[config.mk]
export PLATFORM = sky130hd
export DESIGN_NAME = sync_bus_rx
export DESIGN_NICKNAME = d
export VERILOG_FILES = /design/src/rtl/sync_pkg.sv /design/src/rtl/sync_tgl_chain.sv /design/src/rtl/sync_bus_rx.sv
export SDC_FILE = /design/constraint.sdc
export NUM_CORES = 1
export LEC_CHECK = 0
export ABC_AREA = 0
export CORE_MARGIN = 2
export CORE_UTILIZATION = 39
export DETAILED_ROUTE_END_ITERATION = 8
export PLACE_DENSITY = 0.75
export SLEW_MARGIN = 20
export SYNTH_ARGS = -nofsm -noshare
export SYNTH_HDL_FRONTEND = slang
export SYNTH_SLANG_ARGS = --single-unit
export TNS_END_PERCENT = 20
[constraint.sdc]
create_clock -name CLK -period 1.95 [get_ports CLK]
set_clock_uncertainty 0.05 [all_clocks]
set_input_delay 0.2925 -clock CLK [delete_from_list [all_inputs] [get_ports CLK]]
set_output_delay 0.2925 -clock CLK [all_outputs]
set_load 0.02 [all_outputs]
[src/rtl/sync_pkg.sv]
// Shared definitions for the toggle-handshake crossing: synchroniser depth
// limits and the toggle type.
package sync_pkg;
    localparam int SYNC_STAGES_MIN = 2;
    localparam int SYNC_STAGES_MAX = 4;

    typedef logic sync_tgl_t;
endpackage

[src/rtl/sync_tgl_chain.sv]
// Flop chain that brings an asynchronous toggle into the clk domain.
// q is the last stage; depth outside the legal range fails elaboration.
module sync_tgl_chain
    import sync_pkg::*;
#(
    parameter int syncStages = 2
) (
    input  logic clk,
    input  logic rst_n,
    input  logic d,
    output logic q
);
    logic [syncStages-1:0] ff;

    generate
        if (syncStages < SYNC_STAGES_MIN || syncStages > SYNC_STAGES_MAX) begin : g_bad_depth
            $error("sync_tgl_chain: syncStages must be within 2..4");
        end
    endgenerate

    always_ff @(posedge clk or negedge rst_n) begin
        if (!rst_n) begin
            ff <= '0;
        end else begin
            ff <= {ff[syncStages-2:0], d};
        end
    end

    assign q = ff[syncStages-1];
endmodule

[src/rtl/sync_bus_rx.sv]
// Destination side of a toggle-handshake bus crossing: captures the held word
// into a FIFO-style buffer and returns an ack toggle. SYNC_BUS_RX_SKID_EN selects 2 entries.
module sync_bus_rx
    import sync_pkg::*;
#(
    parameter int width      = 32,
    parameter int syncStages = 2
) (
    input  logic             CLK,
    input  logic             RST_N,
    input  logic             sREQ_TGL,
    input  logic [width-1:0] sD_IN,
    output logic             sACK_TGL,
    output logic [width-1:0] D_OUT,
    output logic             EMPTY_N,
    input  logic             DEQ,
    output logic             FULL_N
);
    sync_tgl_t req_s;
    sync_tgl_t req_last;
    logic      new_word;
    logic      pop;
    logic      cap;

    sync_tgl_chain #(
        .syncStages(syncStages)
    ) u_sync (
        .clk  (CLK),
        .rst_n(RST_N),
        .d    (sREQ_TGL),
        .q    (req_s)
    );

    assign new_word = (req_s != req_last);
    assign pop      = DEQ && EMPTY_N;

    // The ack is only returned once the word is safely in the buffer.
    always_ff @(posedge CLK or negedge RST_N) begin
        if (!RST_N) begin
            req_last <= 1'b0;
            sACK_TGL <= 1'b0;
        end else if (cap) begin
            req_last <= req_s;
            sACK_TGL <= req_s;
        end
    end

`ifdef SYNC_BUS_RX_SKID_EN
    logic [width-1:0] mem [2];
    logic             wr_ptr;
    logic             rd_ptr;
    logic [1:0]       cnt;
    logic [1:0]       cnt_nxt;
    logic [width-1:0] dout_nxt;

    assign cap = new_word && (FULL_N || pop);

    // D_OUT is a dedicated register that tracks the head entry.
    always_comb begin
        cnt_nxt  = cnt + {1'b0, cap} - {1'b0, pop};
        dout_nxt = D_OUT;
        if (pop && cnt == 2'd2) begin
            dout_nxt = mem[~rd_ptr];
        end else if (cap && (cnt == 2'd0 || pop)) begin
            dout_nxt = sD_IN;
        end
    end

    always_ff @(posedge CLK or negedge RST_N) begin
        if (!RST_N) begin
            wr_ptr  <= 1'b0;
            rd_ptr  <= 1'b0;
            cnt     <= 2'd0;
            D_OUT   <= '0;
            EMPTY_N <= 1'b0;
            FULL_N  <= 1'b1;
        end else begin
            if (cap) wr_ptr <= ~wr_ptr;
            if (pop) rd_ptr <= ~rd_ptr;
            cnt     <= cnt_nxt;
            D_OUT   <= dout_nxt;
            EMPTY_N <= (cnt_nxt != 2'd0);
            FULL_N  <= (cnt_nxt != 2'd2);
        end
    end

    always_ff @(posedge CLK) begin
        if (cap) mem[wr_ptr] <= sD_IN;
    end
`else
    assign cap = new_word && (!EMPTY_N || pop);

    always_ff @(posedge CLK or negedge RST_N) begin
        if (!RST_N) begin
            D_OUT   <= '0;
            EMPTY_N <= 1'b0;
            FULL_N  <= 1'b1;
        end else if (cap) begin
            D_OUT   <= sD_IN;
            EMPTY_N <= 1'b1;
            FULL_N  <= 1'b0;
        end else if (pop) begin
            EMPTY_N <= 1'b0;
            FULL_N  <= 1'b1;
        end
    end
`endif

    always_ff @(posedge CLK) begin
        if (RST_N && DEQ && !EMPTY_N) $warning("sync_bus_rx: DEQ while empty ignored");
    end
endmodule
==> results.md, run 1 <==
- Crit path kind: flop to output pin
- Multi-input logic area: 442 um2
- Drt total wl: 2690 um
- CP Cell Sequence: clkdlybuf4s50_1
- Critical Path Stages: 1
- Hold buffer count at cts: 0
- CP Capture Type: output pin
- Final Hold Viols: 29
- Tightest Pin Transition: 0.762 ns
- Final worst slack: 0.145 ns
- Worst R2R Path Depth: 4
- Pwr Density: 1300 nW/um2
- Util after Layout: 64.9%
- CTS Root Cell: clkbuf_4
- Ys Warns: 0
- Leak: 0.917 nW
- Mapped Area: 1400 um2
- # fillers: 267
- Asr flop ratio synth: 100%
- # DRC: 0
- Vias in the first global route: 1035
- Std-Cell Core Area: 3390 um2
- Clk_lat worst skew: 0.32 ns
- Synth area leader: dfrtp_1
- Die ar.: 4090 um2
- DR vias: 950
- Die width: 64.0 um
- Antenna viol nets, final: 0
- Worst setup SP type: flop
- Sequential-to-total area share from yosys stat: 66.1%
- CTS buffer count: 5
- I/O Pins: 71
- Resize count post-CTS: 0
- Worst IR drop on VDD: 0.592 mV
- Crit share post-route: 92.6%
- Crit-path max cell delay: 0.60 ns
- MaxCap Viol Count: 0
- Seq cells post-synth: 37
- Largest fanout on the critical path: 3
- Post-synth EDFFs: 0
- Setup repair bufs after CTS: 0
- Delay-heaviest family, CP: buffers and inverters
- Syn Area/Cell: 16.7 um2
- Synth top area share: 64.2%
- Fin nets: 196
- Clock buffer depth: 2
- Drt pass-1 iters: 4
- Unrepaired setup endpoints after global routing: no
- Synth area leaders: dfrtp_1, mux2_2, buf_6
- Failing checks: negative hold slack
- Distinct cells, synth: 11
- Mapped Cells: 84
- GR Util met1: 13.6%
- WP data arrival: 1.46 ns
- Gr busiest metal: met2
- Final min period: 1.81 ns
- Register area: 927 um2
- ANT cells: 0
- Ys flop type: dfrtp_1
- Largest net degree at the start of global routing: 38
- GRT Total Usage: 14.1%
- Clock Pin Slew Worst Setup and Hold Paths: 0.10 ns
- Rows: 21
- Worst path slowest cell: clkdlybuf4s50_1
- Worst hold slack: -0.0146 ns
- Port buffer count: 70
- Met3 usage: 5.28%
- Dpl ws: 0.0736 ns
- HPWL after DPL: 2080 um
- Vias/cell: 4.59
- Final setup violation count: 0
- Status: finished with violations
- Initial DRC count: 41
- Most frequent cell after synthesis: dfrtp_1
- Placed insts: 199
- Layout cells sized above 1: 28.0%
- Global-route wire length before repair: 4390 um
- Relative slew slack: 49.2%
- Routed len/inst: 13.0 um
- GRT overflow: 0
- Final Max Slew Viols: 0
- Area grow syn2layout: 56.9%
- H-Tree Level Count: 2
- Hold Path Class: primary input to asynchronous set/reset pin
- Die height: 64.0 um
- CTS tree: built
- Initial Util: 41.4%
- CP bufs+invs: 1
- Top cells by instance count after synthesis: dfrtp_1, mux2_2, nand2_1
- Initial antenna violation count: 0
- Met2 GRT Util: 26.4%
- Net Count, Synth: 120
- Sink Count: 37
- CP required: 1.61 ns
- Final Non-Filler Cells: 207
- Final Wtd Congestion: 0.742
- Setup TNS: 0 ns
- F_max: 0.554 GHz
## placed cells by master (no fill, tap or decap), drive strengths merged
cell and count:
clkdlybuf4s50 69, dfrtp 36, mux2 32, nand2 6, clkbuf 6, buf 3
nand3 2, clkinv 2, dfstp 1, xnor2 1, and2b 1, nor2 1
nand2b 1
## flip-flops by register name, indices dropped and copies added (netlist names)
name	cells
FULL_N	1
D_OUT	32
EMPTY_N	1
req_last	1
u_sync.ff	2
## worst reg2reg max path, cell delays in order (launching register included)
cell	delay, ns
dfrtp_1	0.44
xnor2_2	0.20
nor2_4	0.15
buf_4	0.21
mux2_2	0.36
## cell type report
cell class | count | share of cell area, %
flip-flops and latches | 37 | 42.1
repair buffers | 72 | 32.9
multi-input cells | 44 | 20.1
well taps | 46 | 2.62
clock buffers | 6 | 1.88
clock inverters | 2 | 0.455
## routing by layer
layer	routed length [um]	part of all wire (%)
met2	1480	55
met1	1010	38
met5	0	0
met3	176	6.5
met4	22	0.82
## final timing paths
kind	end	start	slack, ns
max reg2reg	D_OUT[19]$_DFFE_PN0P_	req_last$_DFFE_PN0P_	0.44
min reg2reg	u_sync.ff[1]$_DFF_PN0_	u_sync.ff[0]$_DFF_PN0_	0.32
min	D_OUT[17]$_DFFE_PN0P_	RST_N	-0.01
max	FULL_N	FULL_N$_DFFE_PN1P_	0.14
min in group CLK	u_sync.ff[1]$_DFF_PN0_	u_sync.ff[0]$_DFF_PN0_	0.32
max in group asynchronous	D_OUT[9]$_DFFE_PN0P_	RST_N	1.38
## cell families after synthesis
| logic type | count (synthesis) | synth area share [%] |
|---|---|---|
| XOR/XNOR | 1 | 1.16 |
| buffers and inverters | 3 | 2.41 |
| AND/OR/NAND/NOR | 11 | 4.10 |
| flip-flops | 37 | 66.1 |
| multiplexers | 32 | 26.2 |
## where the power goes
part / total (mW) / internal (mW) / switching [mW]
Sequential: 1.17 / 1.03 / 0.142
Clock: 0.360 / 0.137 / 0.223
Combinational: 1.33 / 0.749 / 0.584
Total: 2.87 / 1.92 / 0.949
## metrics by stage
step	area [um2]	total power, mW
4_1_cts	2200	2.91
3_3_place_gp	2150	2.51
3_5_place_dp	2150	2.54
5_1_grt	2200	3.03
6_report	2200	2.87
2_1_floorplan	1400	1.86
No activity file was read; power rests on OpenSTA's default activity.
==> run 2: changes to the inputs <==
--- a/config.mk
+++ b/config.mk
@@ -6,11 +6,11 @@
 export NUM_CORES = 1
 export LEC_CHECK = 0
 export ABC_AREA = 0
+export CAP_MARGIN = 40
 export CORE_MARGIN = 2
 export CORE_UTILIZATION = 39
 export DETAILED_ROUTE_END_ITERATION = 8
 export PLACE_DENSITY = 0.75
-export SLEW_MARGIN = 20
 export SYNTH_ARGS = -nofsm -noshare
 export SYNTH_HDL_FRONTEND = slang
 export SYNTH_SLANG_ARGS = --single-unit
==> results of run 2 <==
The final DEF is identical to that of run 1; final timing and power are the same.
